## src/rtl/xor_check_arbiter.sv

```systemverilog
// xor_check_arbiter
//   One registered XOR-parity checker (pass when a ^ b == 1) shared by NREQ
//   requesters. Round-robin arbitration picks one operand pair, the check
//   runs, the result is reported, and failures are counted. The failure
//   count sets the report severity: INFO, WARN, ERROR, FATAL. FATAL halts
//   the block until reset.
//
// Ports
//   clk       in   1      rising-edge clock
//   rst       in   1      asynchronous active-high reset
//   req       in   NREQ   per-requester check request (level)
//   a, b      in   NREQ   per-requester operands
//   gnt       out  NREQ   one-hot grant pulse; operands sampled this cycle
//   done      out  1      result-valid pulse
//   pass      out  1      last check result, valid with done and held after
//   gnt_id    out  3      requester index of the result, zero-extended
//   fail_cnt  out  CNT_W  saturating failed-check count
//   sev       out  2      0 INFO, 1 WARN, 2 ERROR, 3 FATAL
//   halt      out  1      sticky once sev reaches FATAL
//
// Thresholds must satisfy FAIL_WARN < FAIL_ERR < FAIL_FATAL <= 2**CNT_W-1.
// ASSERT_EN gates the simulation-only severity report.
module xor_check_arbiter #(
  parameter int NREQ       = 4,
  parameter int CNT_W      = 8,
  parameter int FAIL_WARN  = 2,
  parameter int FAIL_ERR   = 4,
  parameter int FAIL_FATAL = 8,
  parameter bit ASSERT_EN  = 1'b1
) (
  input  logic             clk,
  input  logic             rst,
  input  logic [NREQ-1:0]  req,
  input  logic [NREQ-1:0]  a,
  input  logic [NREQ-1:0]  b,
  output logic [NREQ-1:0]  gnt,
  output logic             done,
  output logic             pass,
  output logic [2:0]       gnt_id,
  output logic [CNT_W-1:0] fail_cnt,
  output logic [1:0]       sev,
  output logic             halt
);

  localparam int IDW = (NREQ > 1) ? $clog2(NREQ) : 1;

  localparam logic [1:0] SEV_INFO  = 2'd0;
  localparam logic [1:0] SEV_WARN  = 2'd1;
  localparam logic [1:0] SEV_ERR   = 2'd2;
  localparam logic [1:0] SEV_FATAL = 2'd3;

  typedef enum logic [1:0] {IDLE, GRANT, REPORT, HALT} state_e;

  state_e           state_q, state_d;
  logic [IDW-1:0]   rr_q, rr_d;
  logic [IDW-1:0]   id_q, id_d;
  logic [NREQ-1:0]  gnt_q, gnt_d;
  logic             a_q, a_d, b_q, b_d;
  logic             pass_q, pass_d;
  logic [CNT_W-1:0] cnt_q, cnt_d;
  logic [1:0]       sev_q, sev_d;
  logic             halt_q, halt_d;

  logic             res;
  logic [CNT_W-1:0] cnt_new;
  logic [1:0]       sev_new;

  // First set request at or after ptr, wrapping. Only called with |r.
  function automatic logic [IDW-1:0] rr_pick(input logic [NREQ-1:0] r,
                                             input logic [IDW-1:0]  ptr);
    logic [IDW-1:0] sel;
    logic           hit;
    int             j;
    sel = '0;
    hit = 1'b0;
    for (int k = 0; k < NREQ; k++) begin
      j = int'(ptr) + k;
      if (j >= NREQ) j = j - NREQ;
      if (!hit && r[j]) begin
        hit = 1'b1;
        sel = IDW'(j);
      end
    end
    return sel;
  endfunction

  // Result of the check in flight and the counter/severity it would produce.
  always_comb begin
    res     = a_q ^ b_q;
    cnt_new = (res || (&cnt_q)) ? cnt_q : cnt_q + CNT_W'(1);
    if      (int'(cnt_new) >= FAIL_FATAL) sev_new = SEV_FATAL;
    else if (int'(cnt_new) >= FAIL_ERR)   sev_new = SEV_ERR;
    else if (int'(cnt_new) >= FAIL_WARN)  sev_new = SEV_WARN;
    else                                  sev_new = SEV_INFO;
  end

  always_comb begin
    state_d = state_q;
    rr_d    = rr_q;
    id_d    = id_q;
    gnt_d   = '0;
    a_d     = a_q;
    b_d     = b_q;
    pass_d  = pass_q;
    cnt_d   = cnt_q;
    sev_d   = sev_q;
    halt_d  = halt_q;
    unique case (state_q)
      IDLE: begin
        // Arbitration is decided on the IDLE->GRANT edge, so a grant is
        // never issued for a request that vanished before that edge.
        if (|req) begin
          id_d    = rr_pick(req, rr_q);
          gnt_d   = NREQ'(1) << id_d;
          state_d = GRANT;
        end
      end
      GRANT: begin
        a_d     = a[id_q];
        b_d     = b[id_q];
        state_d = REPORT;
      end
      REPORT: begin
        pass_d = res;
        rr_d   = (int'(id_q) == NREQ - 1) ? '0 : id_q + IDW'(1);
        cnt_d  = cnt_new;
        sev_d  = sev_new;
        if (sev_new == SEV_FATAL) begin
          halt_d  = 1'b1;
          state_d = HALT;
        end else begin
          state_d = IDLE;
        end
      end
      HALT: ;
      default: state_d = IDLE;
    endcase
  end

  always_ff @(posedge clk or posedge rst) begin
    if (rst) begin
      state_q <= IDLE;
      rr_q    <= '0;
      id_q    <= '0;
      gnt_q   <= '0;
      a_q     <= 1'b0;
      b_q     <= 1'b0;
      pass_q  <= 1'b0;
      cnt_q   <= '0;
      sev_q   <= SEV_INFO;
      halt_q  <= 1'b0;
    end else begin
      state_q <= state_d;
      rr_q    <= rr_d;
      id_q    <= id_d;
      gnt_q   <= gnt_d;
      a_q     <= a_d;
      b_q     <= b_d;
      pass_q  <= pass_d;
      cnt_q   <= cnt_d;
      sev_q   <= sev_d;
      halt_q  <= halt_d;
    end
  end

  assign gnt      = gnt_q;
  assign done     = (state_q == REPORT);
  // Live result during REPORT, the stored one afterwards.
  assign pass     = (state_q == REPORT) ? res : pass_q;
  assign gnt_id   = 3'(id_q);
  assign fail_cnt = cnt_q;
  assign sev      = sev_q;
  assign halt     = halt_q;

`ifndef SYNTHESIS
  always_ff @(posedge clk) begin
    if (ASSERT_EN && !rst && state_q == REPORT) begin
      assert (res) else begin
        case (sev_new)
          SEV_INFO: $info("xor check failed: gnt_id=%0d fail_cnt=%0d", id_q, cnt_new);
          SEV_WARN: $warning("xor check failed: gnt_id=%0d fail_cnt=%0d", id_q, cnt_new);
          SEV_ERR:  $error("xor check failed: gnt_id=%0d fail_cnt=%0d", id_q, cnt_new);
          default:  $fatal(1, "xor check failed: gnt_id=%0d fail_cnt=%0d", id_q, cnt_new);
        endcase
      end
    end
  end
`endif

endmodule

```

## config.mk

```make
export PLATFORM = sky130hd
export DESIGN_NAME = xor_check_arbiter
export DESIGN_NICKNAME = d
export VERILOG_FILES = /design/src/rtl/xor_check_arbiter.sv
export SDC_FILE = /design/constraint.sdc
export NUM_CORES = 1
export LEC_CHECK = 0
export CORE_MARGIN = 3
export CORE_UTILIZATION = 44
export DETAILED_ROUTE_END_ITERATION = 16
export PLACE_DENSITY = 0.75
export SYNTH_ARGS = -nofsm -noshare
export SYNTH_HDL_FRONTEND = slang
export SYNTH_SLANG_ARGS = --single-unit
```

## constraint.sdc

```tcl
create_clock -name clk -period 1.8 [get_ports clk]
set_input_delay 0.18 -clock clk [delete_from_list [all_inputs] [get_ports clk]]
set_output_delay 0.18 -clock clk [all_outputs]
set_load 0.05 [all_outputs]
```

==> impl_metrics.csv, run 1 <==
group,metric,value,unit
run_status,outcome,"complete, no violations",
cells_and_area,area_growth,37.0,%
worst_setup_path,path_cells,"clkdlybuf4s50_1",
placement,placedCellCount,194,
clock_network,clock_sinks,24,
power_and_ir_drop,peakVddDrop,1.09,mV
synthesis,synth_nets,150,
placement,place.gp.congestion,0.822,
grt,grt_max_degree,25,
cells_and_area,layout.nets,187,
worst_hold_path,worstHoldPathType,"input pin to asynchronous set/reset pin",
synthesis,yosysUniqueCellTypes,39,
synthesis,netlist_area,1370,um2
worst_setup_path,worstPathArrival,1.56,ns
clock_network,cts-root-buf,"clkbuf_4",
synthesis,syn_avg_cell_area,10.5,um2
route,ant_nets,0,
worst_setup_path,worstSetupPathType,"flip-flop to output pin",
clock_network,cts_made_buffers,3,
worst_setup_path,crit_buf_inv,1,
route,routed_wl,3080,um
timing,final.setup_skew,0.00645,ns
clock_network,cts_buffer_depth,2,
cells_and_area,finalInstanceArea,1880,um2
floorplan,io_pins,34,
grt,grt_pass1_vias,1164,
synthesis,syn_inst,131,
synthesis,ys_ff_latch,24,
floorplan,initial_utilization,48.2,%
synthesis,synth-edff-count,0,
cells_and_area,drive_gt1_share,29.9,%
clock_network,tritoncts,"done",
timing,fin_crit,1.74,ns
timing,hold_viol_final,0,
synthesis,seq_area_frac_synth,43.7,%
timing,fin_crit_sh,96.8,%
synthesis,synth.area.top_cells,"dfrtp_1 (44%), mux2_2 (7.4%), ha_1 (4.6%)",
grt,overflow,0,
cells_and_area,instances_no_fill,198,
placement,place_hpwl,2380,um
clock_network,htree_num_levels,1,
timing,max_freq,574,MHz
route,drt-initial-drc-count,46,
clock_network,clock_latency,0.32,ns
worst_setup_path,critPathMaxFanout,7,
placement,placed_area,1790,um2
clock_network,clk_pin_slew,0.13,ns
synthesis,synth.most_common_cell,"dfrtp_1",
worst_setup_path,worstPathRequired,1.62,ns
route,vias_per_cell,5.69,
route,vias,1126,
timing,worst_pin_slew,0.512,ns
worst_setup_path,cp_top_family,"buffers and inverters",
clock_network,cts_setup_buffers,0,
floorplan,dieHeight,61.9,um
worst_setup_path,crit_slowest_cell,"clkdlybuf4s50_1",
synthesis,yosys-top-cells-count,"dfrtp_1 (24), nand2_1 (11), nor2_1 (11)",
synthesis,synthArstFlopShare,100,%
route,wl_per_cell,15.5,um
synthesis,yosysWarningCount,0,
floorplan,core,2850,um2
worst_setup_path,cp-start-kind,"flip-flop",
timing,fin_setup_tns,0,ns
timing,relSlewSlack,65.8,%
worst_setup_path,crit_path_end_kind,"output pin",
floorplan,core.rowCount,19,
floorplan,die_w,61.9,um
power_and_ir_drop,p_per_area,1680,nW/um2
timing,setup_viol,0,
grt,grt_pass1_wl,5090,um
synthesis,synth_top_area_share,43.7,%
worst_setup_path,cp_slowest_stage_delay,0.81,ns
grt,antenna_found_initial,0,
timing,slew_viol_final,0,
cells_and_area,fillers,237,
route,drt_pass1_iterations,4,
placement,io_buffers,32,
power_and_ir_drop,leakage,0.825,nW
route,drc,0,
floorplan,dieArea,3830,um2
synthesis,ys.flop_type,"dfrtp_1",
synthesis,synth.largest_area_cell,"dfrtp_1",
grt,grtUsageTotal,18.3,%
job,max-cap-violations,0,
cells_and_area,antenna_cells,0,
-- flip-flops by register name, summed over array words and instances, names as in the netlist --
| register | flops |
|---|---|
| halt | 1 |
| sev | 2 |
| state_q | 2 |
| pass_q | 1 |
| fail_cnt | 8 |
| b_q | 1 |
| id_q | 2 |
| a_q | 1 |
| rr_q | 2 |
| gnt | 4 |
-- cell usage in the layout (no fill, tap or decap), types with 4 or more instances in the layout --
cell type / n
buf_4: 8
mux2_2: 9
inv_1: 6
nand2b_1: 4
dfrtp_2: 9
nand3_1: 5
nand2_1: 10
nor2_1: 11
clkdlybuf4s50_1: 21
nand4_1: 4
dlymetal6s2s_1: 5
a21oi_1: 5
dfrtp_1: 15
xnor2_1: 5
-- per-stage QoR --
step	worst slack, ns	util [%]	hold WS [ns]	total power, mW
finish	0.0571	66.0	0.184	3.16
global route	-0.0206	66.0	0.216	3.36
CTS	0.00626	64.0	0.189	3.12
detailed placement	0.0475	62.7	0.461	2.82
global placement	0.134	62.7	0.467	2.75
floorplan	-0.0280	-	0.194	2.23
-- cell type report --
class                           instances  area (um2)  area share, %
Clock buffer                            4        36.3           1.93
Timing Repair Buffer                   38         402           21.3
Inverter                                6        22.5           1.20
Multi-Input combinational cell         95         771           41.0
Sequential cell                        24         612           32.5
Tap cell                               31        38.8           2.06
-- power breakdown --
group	internal, mW	switching, mW	total, mW
Clock	0.124	0.163	0.286
Sequential	0.744	0.210	0.954
Combinational	0.823	1.10	1.92
-- repair_timing --
item	in CTS	in global routing
setup endpoints to repair	2	9
hold buffers	0	0
pin swaps	0	3
gates resized for setup	2	13
-- cells by family (layout without fill, tap and decap cells) --
logic type | count (synthesis) | in the layout | synth area share [%]
compound gates | 25 | 25 | 13.3
xor+xnor | 6 | 6 | 4.37
fa+ha+maj | 5 | 5 | 4.55
buf+inv | 12 | 48 | 4.64
flops | 24 | 24 | 43.7
mux | 14 | 14 | 13.2
other cells | 1 | 1 | 0.273
simple gates | 44 | 44 | 15.9
-- final timing paths --
path | startpoint | endpoint | slack [ns] | cells past startpoint
max | fail_cnt[4] | fail_cnt[4] | 0.06 | 1
min | rst | fail_cnt[2] | 0.18 | 3
max reg2reg | fail_cnt[3] | state_q[1] | 0.08 | 5
min reg2reg | halt | halt | 0.49 | 1
max in group asynchronous | rst | fail_cnt[4] | 1.36 | 3
min in group clk | halt | halt | 0.49 | 1
-- layer usage --
layer / wire length [um] / track usage [%]
met1: 1340 / 21.8
met2: 1530 / 30.8
met3: 137 / 3.72
met4: 67 / 10.0
met5: 0 / 0
Note: power is estimated with default switching activity, not from simulation.
==> run 2, diff against run 1 <==
--- a/config.mk
+++ b/config.mk
@@ -8,6 +8,7 @@
 export CORE_MARGIN = 3
 export CORE_UTILIZATION = 44
 export DETAILED_ROUTE_END_ITERATION = 16
+export MAX_ROUTING_LAYER = met4
 export PLACE_DENSITY = 0.75
 export SYNTH_ARGS = -nofsm -noshare
 export SYNTH_HDL_FRONTEND = slang
==> run 2 against run 1 <==
  * Clock skew about the same
  * Register-to-register slack about the same
  * Clock-buffer cell count unchanged
  * Via count decreased by 1.1%
  * Clock power about the same
  * Critical endpoint unchanged
==> impl_metrics.csv, run 2 (synthesis gave the netlist of run 1 again) <==
group,metric,value,unit
route,drt_pass1_iterations,4,
floorplan,initial_utilization,48.2,%
cells_and_area,fillers,237,
power_and_ir_drop,peakVddDrop,1.09,mV
cells_and_area,instances_no_fill,198,
grt,antenna_found_initial,0,
run_status,outcome,"complete, no violations",
grt,grtUsageTotal,18.8,%
worst_setup_path,r2r_setup_slack,0.08,ns
route,wl_per_cell,15.5,um
timing,relSlewSlack,65.8,%
clock_network,htree_num_levels,1,
cells_and_area,multi_input_area,771,um2
timing,max_freq,574,MHz
power_and_ir_drop,leakage,0.825,nW
route,vias_per_cell,5.63,
floorplan,dieArea,3830,um2
worst_setup_path,crit_path_end_kind,"output pin",
worst_setup_path,cp_slowest_stage_delay,0.81,ns
cells_and_area,antenna_cells,0,
cells_and_area,layout.nets,187,
worst_setup_path,crit_buf_inv,1,
worst_setup_path,worstPathRequired,1.62,ns
worst_setup_path,worstPathArrival,1.56,ns
clock_network,clock_sinks,24,
cells_and_area,final_util,66.0,%
clock_network,cts_hold_buf,0,
timing,fin_crit_sh,96.7,%
timing,final.setup_skew,0.00623,ns
clock_network,cts-root-buf,"clkbuf_4",
grt,grt_pass1_vias,1166,
grt,grt_max_degree,25,
route,routed_wl,3070,um
clock_network,cts_setup_buffers,0,
clock_network,clock_latency,0.31,ns
timing,slew_viol_final,0,
route,vias,1114,
placement,place.gp.congestion,0.834,
cells_and_area,seq_area,612,um2
job,max-cap-violations,0,
worst_setup_path,crit_cells,1,
timing,hold_viol_final,0,
clock_network,clk_pin_slew,0.13,ns
cells_and_area,drive_gt1_share,29.9,%
grt,overflow,0,
worst_setup_path,cp-start-kind,"flip-flop",
placement,io_buffers,32,
timing,setup_viol,0,
worst_setup_path,cp_top_family,"buffers and inverters",
timing,worst_pin_slew,0.512,ns
cells_and_area,largest_reg_flops,8,
cells_and_area,final_common_cell,"clkdlybuf4s50_1",
cells_and_area,final_cell_mix,"clkdlybuf4s50_1 (21), dfrtp_1 (15), nor2_1 (11)",
placement,place_hpwl,2380,um
timing,fin_setup_tns,0,ns
route,drc,0,
clock_network,cts_made_buffers,3,
clock_network,tritoncts,"done",
worst_setup_path,critPathMaxFanout,7,
clock_network,cts_buffer_depth,2,
timing,fin_crit,1.74,ns
floorplan,core.rowCount,19,
route,drt-initial-drc-count,40,
worst_setup_path,path_cells,"clkdlybuf4s50_1",
worst_setup_path,worstSetupPathType,"flip-flop to output pin",
worst_setup_path,crit_slowest_cell,"clkdlybuf4s50_1",
route,ant_nets,0,
floorplan,die_w,61.9,um
power_and_ir_drop,p_per_area,1680,nW/um2
placement,placedCellCount,194,
cells_and_area,area_growth,37.0,%
floorplan,io_pins,34,
floorplan,dieHeight,61.9,um
grt,grt_pass1_wl,5090,um
floorplan,core,2850,um2
worst_setup_path,reg2regPathDepth,5,
worst_hold_path,worstHoldPathType,"input pin to asynchronous set/reset pin",
## run 2: cell counts in the layout (fill, tap and decap cells not counted)
No cell type changed its count.
## run 2: cell type report
type / count / area share (%)
well taps: 31 / 2.06
multi-input cells: 95 / 41.0
repair buffers: 38 / 21.3
clock buffers: 4 / 1.93
flip-flops and latches: 24 / 32.5
inverters: 6 / 1.20
## run 2: per-layer routing
layer	share of wire [%]	track usage, %	vias up	wire length (um)
li1	-	-	542	-
met1	43	21.9	530	1330
met5	0	-	-	0
met2	50	30.8	32	1540
met3	4.5	3.51	10	137
met4	2.2	10.0	0	67
## run 2: where the power goes
| group | internal (mW) | switching, mW | leakage [nW] |
|---|---|---|---|
| clock | 0.124 | 0.162 | 0.0210 |
| sequential | 0.744 | 0.210 | 0.291 |
| combinational | 0.823 | 1.09 | 0.512 |
| total | 1.69 | 1.47 | 0.825 |
## run 2: repair_timing
| item | 4_1_cts | 5_1_grt |
|---|---|---|
| setup endpoints to repair | 2 | 9 |
| pin swaps | 0 | 3 |
| resized for setup | 2 | 13 |
## run 2: worst paths after layout
path                             startpoint           to
worst max-delay path            fail_cnt[4]  fail_cnt[4]
worst min-delay path                    rst  fail_cnt[2]
worst max register to register  fail_cnt[3]   state_q[1]
worst min register to register         halt         halt
max in group asynchronous               rst  fail_cnt[4]
min in group clk                       halt         halt
## run 2: metrics by stage
step                      setup WS (ns)  hold WS (ns)  area (um2)  power (mW)
after global placement            0.134         0.467        1790        2.75
after CTS                       0.00626         0.189        1830        3.12
final                            0.0586         0.186        1880        3.16
after global routing            -0.0206         0.216        1880        3.36
after detailed placement         0.0475         0.461        1790        2.82
after floorplan                 -0.0280         0.194        1420        2.23
## run 2: worst min-delay path: stages
cell,delay (ns)
clkdlybuf4s50_1,0.39
inv_1,0.05
buf_4,0.29
==> run 3, diff against run 2 <==
--- a/config.mk
+++ b/config.mk
@@ -6,10 +6,10 @@
 export NUM_CORES = 1
 export LEC_CHECK = 0
 export CORE_MARGIN = 3
-export CORE_UTILIZATION = 44
+export CORE_UTILIZATION = 48
 export DETAILED_ROUTE_END_ITERATION = 16
 export MAX_ROUTING_LAYER = met4
-export PLACE_DENSITY = 0.75
+export PLACE_DENSITY = 0.78
 export SYNTH_ARGS = -nofsm -noshare
 export SYNTH_HDL_FRONTEND = slang
 export SYNTH_SLANG_ARGS = --single-unit
==> constraint.sdc (replaced) <==
create_clock -name clk -period 1.97 [get_ports clk]
set_input_delay 0.197 -clock clk [delete_from_list [all_inputs] [get_ports clk]]
set_output_delay 0.197 -clock clk [all_outputs]
set_load 0.05 [all_outputs]
==> run 3 against run 2 <==
  * Clock-buffer cell count is 1 lower
  * Worst setup slack better by 0.011 ns
  * Clock skew increased by 0.0014 ns
  * Clock power is 26% higher
  * Final area decreased by 1.9%
  * Core utilization is 5.3 points higher
  * Via count is 0.18% lower
  * Sequential share of layout area rose by 0.14 points
  * Global-route usage grew 2.0 points
  * Routed wire length down 2.6%
  * Critical path depth unchanged
  * Sequential power fell by 12%
  * Largest cell class unchanged
  * Largest power group unchanged
==> impl_metrics.csv, run 3 (synthesis gave the netlist of run 1 again) <==
group,metric,value,unit
placement,place_ws,0.155,ns
timing,finalWorstSetupSlack,0.0694,ns
timing,hold_viol_final,0,
clock_network,clock_latency,0.32,ns
clock_network,cts_buffer_depth,2,
power_and_ir_drop,peakVddDrop,1.30,mV
worst_setup_path,r2r-end,"state_q[1]",
placement,place.gp.congestion,0.914,
placement,placedCellCount,196,
placement,place_hpwl,2390,um
grt,grt_max_degree,19,
grt,overflow,0,
floorplan,core,2590,um2
worst_setup_path,cp-start-kind,"flip-flop",
worst_setup_path,critPathMaxFanout,9,
worst_setup_path,worstPathArrival,1.70,ns
worst_setup_path,cp_slowest_stage_delay,0.86,ns
cells_and_area,final_cell_mix,"clkdlybuf4s50_1 (29), dfrtp_1 (22), nor2_1 (11), nand2_1 (11)",
timing,slew_viol_final,0,
power_and_ir_drop,p_per_area,1580,nW/um2
power_and_ir_drop,p_total,2.93,mW
floorplan,initial_utilization,53.0,%
worst_setup_path,regToRegStartpoint,"fail_cnt[0]",
timing,max_freq,526,MHz
clock_network,cts_setup_buffers,0,
clock_network,clock_sinks,24,
worst_setup_path,cp_top_family,"buffers and inverters",
placement,placed_area,1780,um2
worst_setup_path,worstPathRequired,1.77,ns
timing,relSlewSlack,55.8,%
run_status,outcome,"complete, no violations",
cells_and_area,area_growth,34.4,%
cells_and_area,largest_reg_flops,8,
floorplan,dieArea,3540,um2
route,drt_pass1_iterations,4,
worst_setup_path,worstSetupPathType,"flip-flop to output pin",
grt,grt_pass1_vias,1201,
route,vias,1112,
route,wl_per_cell,14.9,um
grt,antenna_found_initial,0,
route,vias_per_cell,5.56,
power_and_ir_drop,leakage,0.780,nW
clock_network,cts-root-buf,"clkbuf_4",
clock_network,tritoncts,"done",
timing,rsz0062_at_grt,"no",
placement,io_buffers,32,
worst_setup_path,crit_path_end_kind,"output pin",
timing,final.setup_skew,0.00765,ns
route,routed_wl,2990,um
worst_setup_path,r2r_setup_slack,0.19,ns
cells_and_area,layout.nets,190,
floorplan,die_w,59.5,um
worst_setup_path,reg2regPathDepth,6,
clock_network,clk_pin_slew,0.14,ns
clock_network,cts_made_buffers,3,
cells_and_area,instances_no_fill,200,
timing,setup_viol,0,
timing,fin_setup_tns,0,ns
worst_setup_path,path_cells,"clkdlybuf4s50_1",
worst_setup_path,crit_buf_inv,1,
clock_network,htree_num_levels,1,
cells_and_area,final_util,71.3,%
cells_and_area,finalInstanceArea,1850,um2
worst_hold_path,worstHoldPathType,"input pin to asynchronous set/reset pin",
floorplan,core.rowCount,18,
cells_and_area,drive_gt1_share,21.2,%
timing,fin_crit_sh,96.5,%
timing,fin_crit,1.90,ns
floorplan,dieHeight,59.5,um
route,drt-initial-drc-count,31,
cells_and_area,antenna_cells,0,
timing,timing.hold.ws,0.249,ns
cells_and_area,final_common_cell,"clkdlybuf4s50_1",
route,ant_nets,0,
grt,grt_pass1_wl,5420,um
worst_setup_path,crit_slowest_cell,"clkdlybuf4s50_1",
route,drc,0,
grt,grtUsageTotal,20.9,%
job,max-cap-violations,0,
timing,worst_pin_slew,0.663,ns
floorplan,io_pins,34,
[run 3: worst max path at each step]
| stage | start | cells past startpoint | to |
|---|---|---|---|
| 2_1_floorplan | fail_cnt[2] | 6 | state_q[0] |
| 3_3_place_gp | fail_cnt[0] | 6 | state_q[1] |
| 3_5_place_dp | fail_cnt[0] | 6 | state_q[1] |
| 4_1_cts | fail_cnt[7] | 1 | fail_cnt[7] |
| 5_1_grt | fail_cnt[7] | 1 | fail_cnt[7] |
| 6_report | fail_cnt[3] | 1 | fail_cnt[3] |
[run 3: per-layer routing]
metal	global-route usage [%]	share of wire (%)
met1	26.2	43
met2	33.9	52
met3	3.92	3.8
met4	6.96	1.3
met5	-	0
[run 3: power by group]
group | switching (mW) | total (mW) | internal [mW]
registers | 0.168 | 0.842 | 0.674
logic | 0.992 | 1.72 | 0.731
clock network | 0.155 | 0.361 | 0.206
total | 1.31 | 2.93 | 1.61
[run 3: cell type report]
| cell class | count | area (um2) |
|---|---|---|
| inverter | 6 | 22.5 |
| multi-input combinational | 95 | 721 |
| sequential | 24 | 603 |
| timing repair buffer | 41 | 410 |
| tap | 30 | 37.5 |
| clock inverter | 1 | 30.0 |
| clock buffer | 3 | 22.5 |
| fill | 207 | 743 |
[run 3: repair_timing]
item                       4_1_cts  5_1_grt
gates resized for setup          0        2
setup endpoints to repair        0        2
hold buffers                     0        0
